===== src/rtl/stream_axis2fifo.sv =====
`default_nettype none
// +----------------------------------------------------------------------------+
// | Module      : stream_axis2fifo                                             |
// | Description : Packs narrow valid/ready beats into wide words and drives a  |
// |               FIFO write port through a registered-ready skid buffer.      |
// |               Optional packet support: STREAM_AXIS2FIFO_TLAST_EN.          |
// | Revision    : 1.0 - initial release                                        |
// +----------------------------------------------------------------------------+
module stream_axis2fifo #(
  parameter int IDSIZE = 1,
  parameter int ODSIZE = 4,
  parameter int SASIZE = 1
) (
  input  logic                rst_n,
  input  logic                iclk,
  input  logic                itvalid,
  output logic                itready,
  input  logic [IDSIZE*8-1:0] itdata,
`ifdef STREAM_AXIS2FIFO_TLAST_EN
  input  logic                itlast,
`endif
  output logic                o_wen,
  output logic [ODSIZE*8-1:0] o_wdata,
  output logic [ODSIZE-1:0]   o_wkeep,
`ifdef STREAM_AXIS2FIFO_TLAST_EN
  output logic                o_wlast,
`endif
  input  logic                i_fulln
);

  localparam int c_R  = ODSIZE / IDSIZE;
  localparam int c_D  = 1 << SASIZE;
  localparam int c_IW = IDSIZE * 8;
  localparam int c_OW = ODSIZE * 8;
  localparam int c_XW = (c_R > 1) ? $clog2(c_R) : 1;

  logic [c_XW-1:0]   r_idx;
  logic [c_OW-1:0]   r_part;
  logic              r_itready;
  logic              w_accept;
  logic              w_last_in;
  logic              w_done;
  logic              w_pop;
  logic [c_OW-1:0]   w_push_data;
  logic [ODSIZE-1:0] w_push_keep;

  logic [c_OW-1:0]   r_mem_data [c_D];
  logic [ODSIZE-1:0] r_mem_keep [c_D];
  logic [c_D-1:0]    r_mem_last;
  logic [SASIZE-1:0] r_wptr;
  logic [SASIZE-1:0] r_rptr;
  logic [SASIZE:0]   r_count;
  logic [SASIZE:0]   w_count_next;

`ifdef STREAM_AXIS2FIFO_TLAST_EN
  assign w_last_in = itlast;
`else
  assign w_last_in = 1'b0;
`endif

  assign itready  = r_itready;
  assign w_accept = itvalid & r_itready;
  assign w_done   = w_accept & ((r_idx == c_XW'(c_R - 1)) | w_last_in);

  // Merge the incoming beat into its lane; keep covers lanes 0..idx.
  always_comb begin
    w_push_data = r_part;
    w_push_keep = '0;
    for (int l = 0; l < c_R; l++) begin
      if (l == int'(r_idx)) w_push_data[l*c_IW +: c_IW] = itdata;
`ifdef STREAM_AXIS2FIFO_TLAST_EN
      if (l <= int'(r_idx)) w_push_keep[l*IDSIZE +: IDSIZE] = '1;
`endif
    end
`ifndef STREAM_AXIS2FIFO_TLAST_EN
    w_push_keep = '1;
`endif
  end

  always_ff @(posedge iclk or negedge rst_n) begin
    if (!rst_n) begin
      r_idx  <= '0;
      r_part <= '0;
    end else if (w_accept) begin
      if (w_done) begin
        r_idx  <= '0;
        r_part <= '0;
      end else begin
        r_idx  <= r_idx + c_XW'(1);
        r_part <= w_push_data;
      end
    end
  end

  assign w_pop        = (r_count != '0) & i_fulln;
  assign w_count_next = r_count + (SASIZE+1)'(w_done) - (SASIZE+1)'(w_pop);

  // Ready is registered from the next occupancy, so a push always has room.
  always_ff @(posedge iclk or negedge rst_n) begin
    if (!rst_n) begin
      r_itready <= 1'b0;
      r_count   <= '0;
      r_wptr    <= '0;
      r_rptr    <= '0;
      r_mem_last <= '0;
      for (int e = 0; e < c_D; e++) begin
        r_mem_data[e] <= '0;
        r_mem_keep[e] <= '0;
      end
    end else begin
      r_itready <= (w_count_next < (SASIZE+1)'(c_D));
      r_count   <= w_count_next;
      if (w_done) begin
        r_mem_data[r_wptr] <= w_push_data;
        r_mem_keep[r_wptr] <= w_push_keep;
        r_mem_last[r_wptr] <= w_last_in;
        r_wptr             <= r_wptr + SASIZE'(1);
      end
      if (w_pop) r_rptr <= r_rptr + SASIZE'(1);
    end
  end

  assign o_wen   = w_pop;
  assign o_wdata = r_mem_data[r_rptr];
  assign o_wkeep = r_mem_keep[r_rptr];
`ifdef STREAM_AXIS2FIFO_TLAST_EN
  assign o_wlast = r_mem_last[r_rptr];
`endif

endmodule
`default_nettype wire

===== config.mk =====
export PLATFORM = sky130hd
export DESIGN_NAME = stream_axis2fifo
export DESIGN_NICKNAME = d
export VERILOG_FILES = /design/src/rtl/stream_axis2fifo.sv
export SDC_FILE = /design/constraint.sdc
export NUM_CORES = 1
export LEC_CHECK = 0
export ABC_AREA = 1
export BUFFER_PORTS_ARGS = -buffer_cell sky130_fd_sc_hd__buf_4
export CAP_MARGIN = 20
export CORE_MARGIN = 2
export CORE_UTILIZATION = 40
export DETAILED_ROUTE_END_ITERATION = 6
export HOLD_SLACK_MARGIN = 0.1
export MAX_ROUTING_LAYER = met4
export PLACE_DENSITY_LB_ADDON = 0.3
export SLEW_MARGIN = 40
export SYNTH_ARGS = -nofsm -noshare
export SYNTH_HDL_FRONTEND = slang
export SYNTH_SLANG_ARGS = --single-unit

===== constraint.sdc =====
create_clock -name iclk -period 1.6 [get_ports iclk]
set_clock_uncertainty 0.1 [all_clocks]
set_input_delay 0.16 -clock iclk [delete_from_list [all_inputs] [get_ports iclk]]
set_output_delay 0.16 -clock iclk [all_outputs]
set_load 0.02 [all_outputs]

==> results by group, run 1 <==
Clocking
  • CTS clk-pin slew, worst paths: 0.07 ns
  • CTS tree: built
  • H-tree depth: 3
  • Total CTS buffers: 9
  • Clock Tree Buf Depth: 2
  • Clk root buf: clkbuf_16
  • Skew-Pair Late Insertion Delay: around 0.35 ns
  • CTS sink cnt: roughly 110

Placed design
  • Placer Congestion: between 0.8 and 0.9
  • Placed cell areas: between 0.005 and 0.006 mm2
  • Hpwl dp: around 8400 um
  • Port Buf Inserts: 49
  • Placed insts: 900

Final layout
  • Nets@finish: around 760
  • # diodes: 0
  • Layout cells sized above 1: 0.199
  • Final Util: 0.525
  • Commonest non-fill, non-tap cell in the layout: nand2_1
  • Leading cell types in the layout, fill and taps excluded: nand2_1, dfrtp_1, inv_1
  • Area delta synth->final: 29.3%
  • Final cell count without fillers: a little over 900
  • Final instance area: between 0.006 and 0.007 mm2

Worst setup path
  • Data arrival, critical path: 1.35 ns
  • Critical Path Fanout Max: 6
  • R2R Setup Slk: roughly 0.080 ns
  • CP startpoint kind: flop
  • Crit Path Category: flop to primary output
  • Reg-to-Reg End: r_part[15]$_DFFE_PN0P_
  • R2R cell count: 6
  • FF-to-FF Start: r_idx[1]$_DFFE_PN0P_
  • Worst EP required: 1.34 ns
  • CP Capture Type: primary output

Timing
  • Rel. slew slack: 0.676
  • Final Hold Vio Count: 0
  • Fin crit share: 1.01
  • RSZ-0062 raised after global routing: true
  • Final worst path period need: about 1.6 ns
  • Post-route setup slack: -0.0143 ns
  • Fmax: slightly above 0.6 GHz
  • Final setup vio count: 6
  • Worst Tran Pin Value: 0.487 ns
  • Final Slew Violations: 0

Floorplanning
  • IO Count: 50
  • Chip height: 117 um
  • Die span in x: approximately 120 um
  • # rows: 41
  • Starting density of the core: 0.406
  • Core box area: roughly 0.013 mm2
  • Die area: between 0.01 and 0.015 mm2

Min path
  • Worst hold endpoint: r_part[8]$_DFFE_PN0P_
  • Hold WC Path Type: primary input to flop
  • Hold path cells: 5
  • HP Start: itdata[0]

Route
  • WL/cell: ~14 um
  • Final ANT Viol Nets: 0
  • Vias: about 4300
  • DRC: 0
  • Routed vias/inst: approximately 4.7
  • Drt first-iter violations: ~280
  • Final WL: about 13000 um
  • DRT Pass-1 Iters: 5

Yosys
  • Mapped Avg Cell Area: 7.45 um2
  • Flops & latches, synth: 111
  • Sequential area share after synthesis: 0.547
  • Yosys cell types: 14
  • Top-area cell type share of the netlist area: 0.547
  • Synth area leader: dfrtp_1
  • Netlist Area Pre-Place: between 0.005 and 0.006 mm2
  • Yosys warns: 0
  • Synthesized instance count: a little under 700
  • Top cells by area, synth: dfrtp_1, nand2_1, inv_1
  • Post-Syn Nets: 700

Power and ir drop
  • Static Leak: 3.67 nW
  • Power Density: 1910 mW/mm2
  • Peak supply drop: about 0.00079 V
  • Power Total: approximately 13 mW

GRT
  • GRT overflow: 0
  • Initial antenna violation count: 0
  • Largest net degree at the start of global routing: 40
  • GRT Total Usage: 0.201
  • First-pass GRT wire length: approximately 20000 um
  • Vias in the first global route: ~4100

Status
  • Status: finished, violations left
  • Failing checks: setup timing

Job
  • Maximum capacitance violations: 0
==> cell usage after synthesis <==
master	count
nand2_2	1
inv_1	59
nor2_4	1
nand3_1	4
nor2_1	1
clkbuf_1	12
nor2_2	2
ha_1	6
o21ai_0	36
buf_2	18
nand4_2	2
nand2_1	428
a21oi_1	1
dfrtp_1	111
==> critical path, stage by stage (launching register included) <==
cell and delay, ns:
dfrtp_2 0.45, clkinv_4 0.12, buf_6 0.15, nand2_2 0.05, nand2_2 0.10, buf_6 0.13
==> sequential cells by signal (all words and copies together) (netlist names) <==
signal	count
r_mem_data	64
r_part	32
r_mem_keep	8
r_count	2
r_idx	2
itready	1
r_rptr	1
r_wptr	1
==> layout make-up <==
class / instances / area (um2)
Fill cell: 1196 / 5950
Sequential cell: 111 / 2780
Multi-Input combinational cell: 482 / 2150
Timing Repair Buffer: 81 / 881
Inverter: 59 / 226
Clock buffer: 9 / 225
Tap cell: 172 / 215
Clock inverter: 7 / 87.6
==> metrics by stage <==
step	setup TNS, ns	worst slack (ns)	hold slack, ns
floorplan	0	0.0550	-0.236
global placement	0	0.0894	0.0462
detailed placement	0	0.00890	0.0526
CTS	-0.541	-0.0446	0.127
global route	-1.22	-0.0655	0.156
finish	-0.0469	-0.0143	0.137
==> worst max-delay path by stage <==
| stage | from | endpoint | cells after the start |
|---|---|---|---|
| floorplan | r_idx[0]$_DFFE_PN0P_ | r_count[1]$_DFF_PN0_ | 8 |
| global placement | r_idx[0]$_DFFE_PN0P_ | r_mem_data[23]$_DFFE_PN0P_ | 6 |
| detailed placement | r_count[1]$_DFF_PN0_ | r_count[1]$_DFF_PN0_ | 10 |
| CTS | r_rptr$_DFFE_PN0P_ | o_wdata[20] | 5 |
| global route | r_rptr$_DFFE_PN0P_ | o_wdata[11] | 5 |
| finish | r_rptr$_DFFE_PN0P_ | o_wdata[9] | 5 |
==> kinds of logic after synthesis <==
kind of cell / Yosys count / share of synthesized area
adder cells (fa/ha/maj): 6 / 0.0148
flip-flops: 111 / 0.547
AO/OA/AOI/OAI: 37 / 0.0365
buffers and inverters: 89 / 0.0702
AND/OR/NAND/NOR: 439 / 0.332
==> metal layers <==
metal | share of wire | vias to the layer above | routed length, um | track usage
met2 | 0.50 | 99 | 6450 | 0.337
li1 | - | 2146 | - | -
met3 | 0.038 | 20 | 482 | 0.0280
met1 | 0.44 | 2044 | 5640 | 0.252
met5 | 0 | - | 0 | -
met4 | 0.021 | 0 | 268 | 0.0682
==> where the power goes <==
part | internal, mW | leakage [nW] | total (mW) | switching [mW]
logic | 2.41 | 2.06 | 5.72 | 3.31
clock network | 1.36 | 0.155 | 2.34 | 0.983
registers | 3.78 | 1.45 | 4.46 | 0.682
==> repair_timing <==
action,CTS,global route
endpoints found under the hold margin,112,0
endpoints found under the setup margin,29,125
hold buffers,2,0
gates resized for setup,35,93
gates cloned,1,2
buffers inserted,0,0
pin swaps,1,12
No activity file was read; power rests on OpenSTA's default activity.
==> inputs of run 2 (changes only) <==
CTS_BUF_LIST = sky130_fd_sc_hd__clkbuf_2   (was unset)
SKIP_LAST_GASP = 1   (was unset)
==> run 2 against run 1 <==
  * Sequential cell count unchanged
  * Highest routed layer unchanged
  * The run still ends with setup timing left
  * Non-clock buffer count increased by 21
  * Critical path type unchanged
  * Critical endpoint is now o_wdata[19]
  * Fmax is 16% lower
  * Largest power group unchanged
  * Utilization rose by 0.47 points
==> results by group, run 2 (synthesis results as in run 1) <==
GRT
  • Routing usage on met2: 0.339 (+0.00270)
  • Top Usage Layer GRT: met2
  • M1 GR Usage: 0.254 (+0.00244)
  • GRT Total Usage: 0.205 (+0.00390)
  • First-pass GRT wire length: 20600 um (+1.3%)
  • Largest net degree at the start of global routing: 40 (unchanged)
  • Initial antenna violation count: 0 (unchanged)
  • GRT overflow: 0 (unchanged)
  • Vias in the first global route: 4153 (+1.6%)
  • Grt met3 use: 0.0296 (+0.00156)

Route
  • Drt first-iter violations: 291 (+3.6%)
  • Final ANT Viol Nets: 0 (unchanged)
  • DRT Pass-1 Iters: 6 (+1)
  • WL/cell: 14.3 um (+2.7%)
  • Final WL: 13500 um (+5.0%)
  • DRC: 0 (unchanged)
  • Vias: 4419 (+2.6%)
  • Routed vias/inst: 4.69 (+0.27%)

Final layout
  • Commonest non-fill, non-tap cell in the layout: nand2_1
  • Layout cells sized above 1: 0.216 (+0.0167)
  • Nets@finish: 783 (+2.8%)
  • Leading cell types in the layout, fill and taps excluded: nand2_1, dfrtp_1, inv_1
  • Area delta synth->final: 30.4%
  • # diodes: 0 (unchanged)
  • Filler cell count: 1186 (-0.84%)
  • Final Util: 0.529 (+0.00470)
  • FF+latch area: 0.00278 mm2 (about the same)
  • Final cell count without fillers: 942 (+2.3%)
  • Multi-input logic area: 0.00211 mm2 (-1.7%)
  • Max FFs per register: 64 (unchanged)
  • Top Registers: r_mem_data x64, r_part x32, r_mem_keep x8
  • Biggest register: r_mem_data

Placed design
  • Placed insts: 900 (unchanged)
  • Placer Congestion: 0.810 (unchanged)
  • Hpwl dp: 8380 um (unchanged)
  • Port Buf Inserts: 49 (unchanged)

Clocking
  • CTS tree: built
  • CTS clk-pin slew, worst paths: 0.28 ns (+0.21 ns)
  • Clock Tree Buf Depth: 2 (unchanged)
  • Clk root buf: clkbuf_2
  • CTS sink cnt: 111 (unchanged)
  • Skew-Pair Late Insertion Delay: 0.60 ns (+0.25 ns)
  • H-tree depth: 3 (unchanged)
  • Total CTS buffers: 9 (unchanged)

Status
  • Status: finished, violations left
  • Failing checks: setup timing

Timing
  • Final setup vio count: 65 (+59)
  • Fin crit share: 1.21 (+0.197)
  • Final worst path period need: 1.93 ns (+0.315 ns)
  • Final Hold Vio Count: 0 (unchanged)
  • RSZ-0062 raised after global routing: true
  • Rel. slew slack: 0.683 (+0.00740)
  • Setup TNS: -11.19 ns (-11.15 ns)
  • Worst Tran Pin Value: 0.476 ns (-0.0111 ns)
  • Post-route setup slack: -0.330 ns (-0.315 ns)
  • Fmax: 0.518 GHz (-16%)
  • Final Slew Violations: 0 (unchanged)

Worst setup path
  • R2R Setup Slk: -0.03 ns (-0.11 ns)
  • R2R cell count: 7 (+1)
  • CP startpoint kind: flop
  • Worst EP required: 1.34 ns (about the same)
  • Crit Path Category: flop to primary output
  • Data arrival, critical path: 1.67 ns (+0.32 ns)
  • CP Capture Type: primary output
  • Critical Path Fanout Max: 5 (-1)
  • Worst setup path start: r_rptr$_DFFE_PN0P_
  • Reg-to-Reg End: r_mem_data[9]$_DFFE_PN0P_
  • FF-to-FF Start: r_idx[0]$_DFFE_PN0P_
  • Crit path to: o_wdata[19]

Power and ir drop
  • Peak supply drop: 0.000759 V (-3.9%)
  • Static Leak: 3.65 nW (-0.48%)
  • Power Density: 1790 mW/mm2 (-5.9%)

Min path
  • Hold path cells: 5 (unchanged)
  • Hold WC Path Type: primary input to flop

Floorplanning
  • Die span in x: 117 um (unchanged)
  • Die area: 0.0136 mm2 (unchanged)
  • Starting density of the core: 0.406 (unchanged)
  • # rows: 41 (unchanged)
  • IO Count: 50 (unchanged)
  • Core box area: 0.0125 mm2 (unchanged)
  • Chip height: 117 um (unchanged)

Job
  • Maximum capacitance violations: 0 (unchanged)
run 2: cell count changes in the layout (fill, tap and decap cells not counted), sizes merged:
cell / change
clkinv: -1
dlygate4sd3: +10
buf: +9
clkbuf: +2
inv: +1
run 2: worst min path at each step:
stage            start                   endpoint
2_1_floorplan    rst_n          itready$_DFF_PN0_
3_3_place_gp     rst_n  r_mem_data[2]$_DFFE_PN0P_
3_5_place_dp     rst_n  r_mem_data[2]$_DFFE_PN0P_
4_1_cts        i_fulln         r_rptr$_DFFE_PN0P_
5_1_grt        i_fulln         r_rptr$_DFFE_PN0P_
6_report       i_fulln         r_rptr$_DFFE_PN0P_
run 2: metrics by stage:
step,total power [mW],cell area (um2),setup slack (ns),hold WS (ns)
after floorplan,7.22,5080,0.0550,-0.236
final,11.9,6630,-0.330,0.273
after global routing,12.8,6630,-0.441,0.243
after CTS,10.9,6180,-0.380,0.202
after global placement,9.00,5830,0.0894,0.0462
after detailed placement,9.16,5830,0.00890,0.0526
run 2: metal layers:
layer	routed length, um	vias up	share of wire
met3	698	27	0.052
met4	323	0	0.024
met5	0	-	0
met1	5910	2077	0.44
met2	6560	126	0.49
li1	-	2189	-
run 2: worst max-delay path: stages, from the launching register on:
cell and delay [ns]:
dfrtp_2 0.54, inv_8 0.13, clkbuf_16 0.16, nand2_1 0.06
nand2_1 0.07, buf_6 0.12
run 2: layout make-up:
type / instances / share of cell area
flip-flops and latches: 111 / 0.420
clock inverters: 7 / 0.0132
clock buffers: 9 / 0.00680
repair buffers: 102 / 0.173
inverters: 59 / 0.0349
well taps: 172 / 0.0325
multi-input cells: 482 / 0.319
run 2: report_power, final:
part,switching [mW],internal (mW)
Clock,0.901,0.505
Sequential,0.607,3.77
Combinational,3.43,2.68
run 2: what timing repair did:
action	in CTS	in global routing
hold buffers	12	0
gates resized for setup	26	104
cloned	2	6
buffers inserted	1	5
pin swaps	1	12
endpoints found under the setup margin	42	126
hold endpoints to repair	220	0
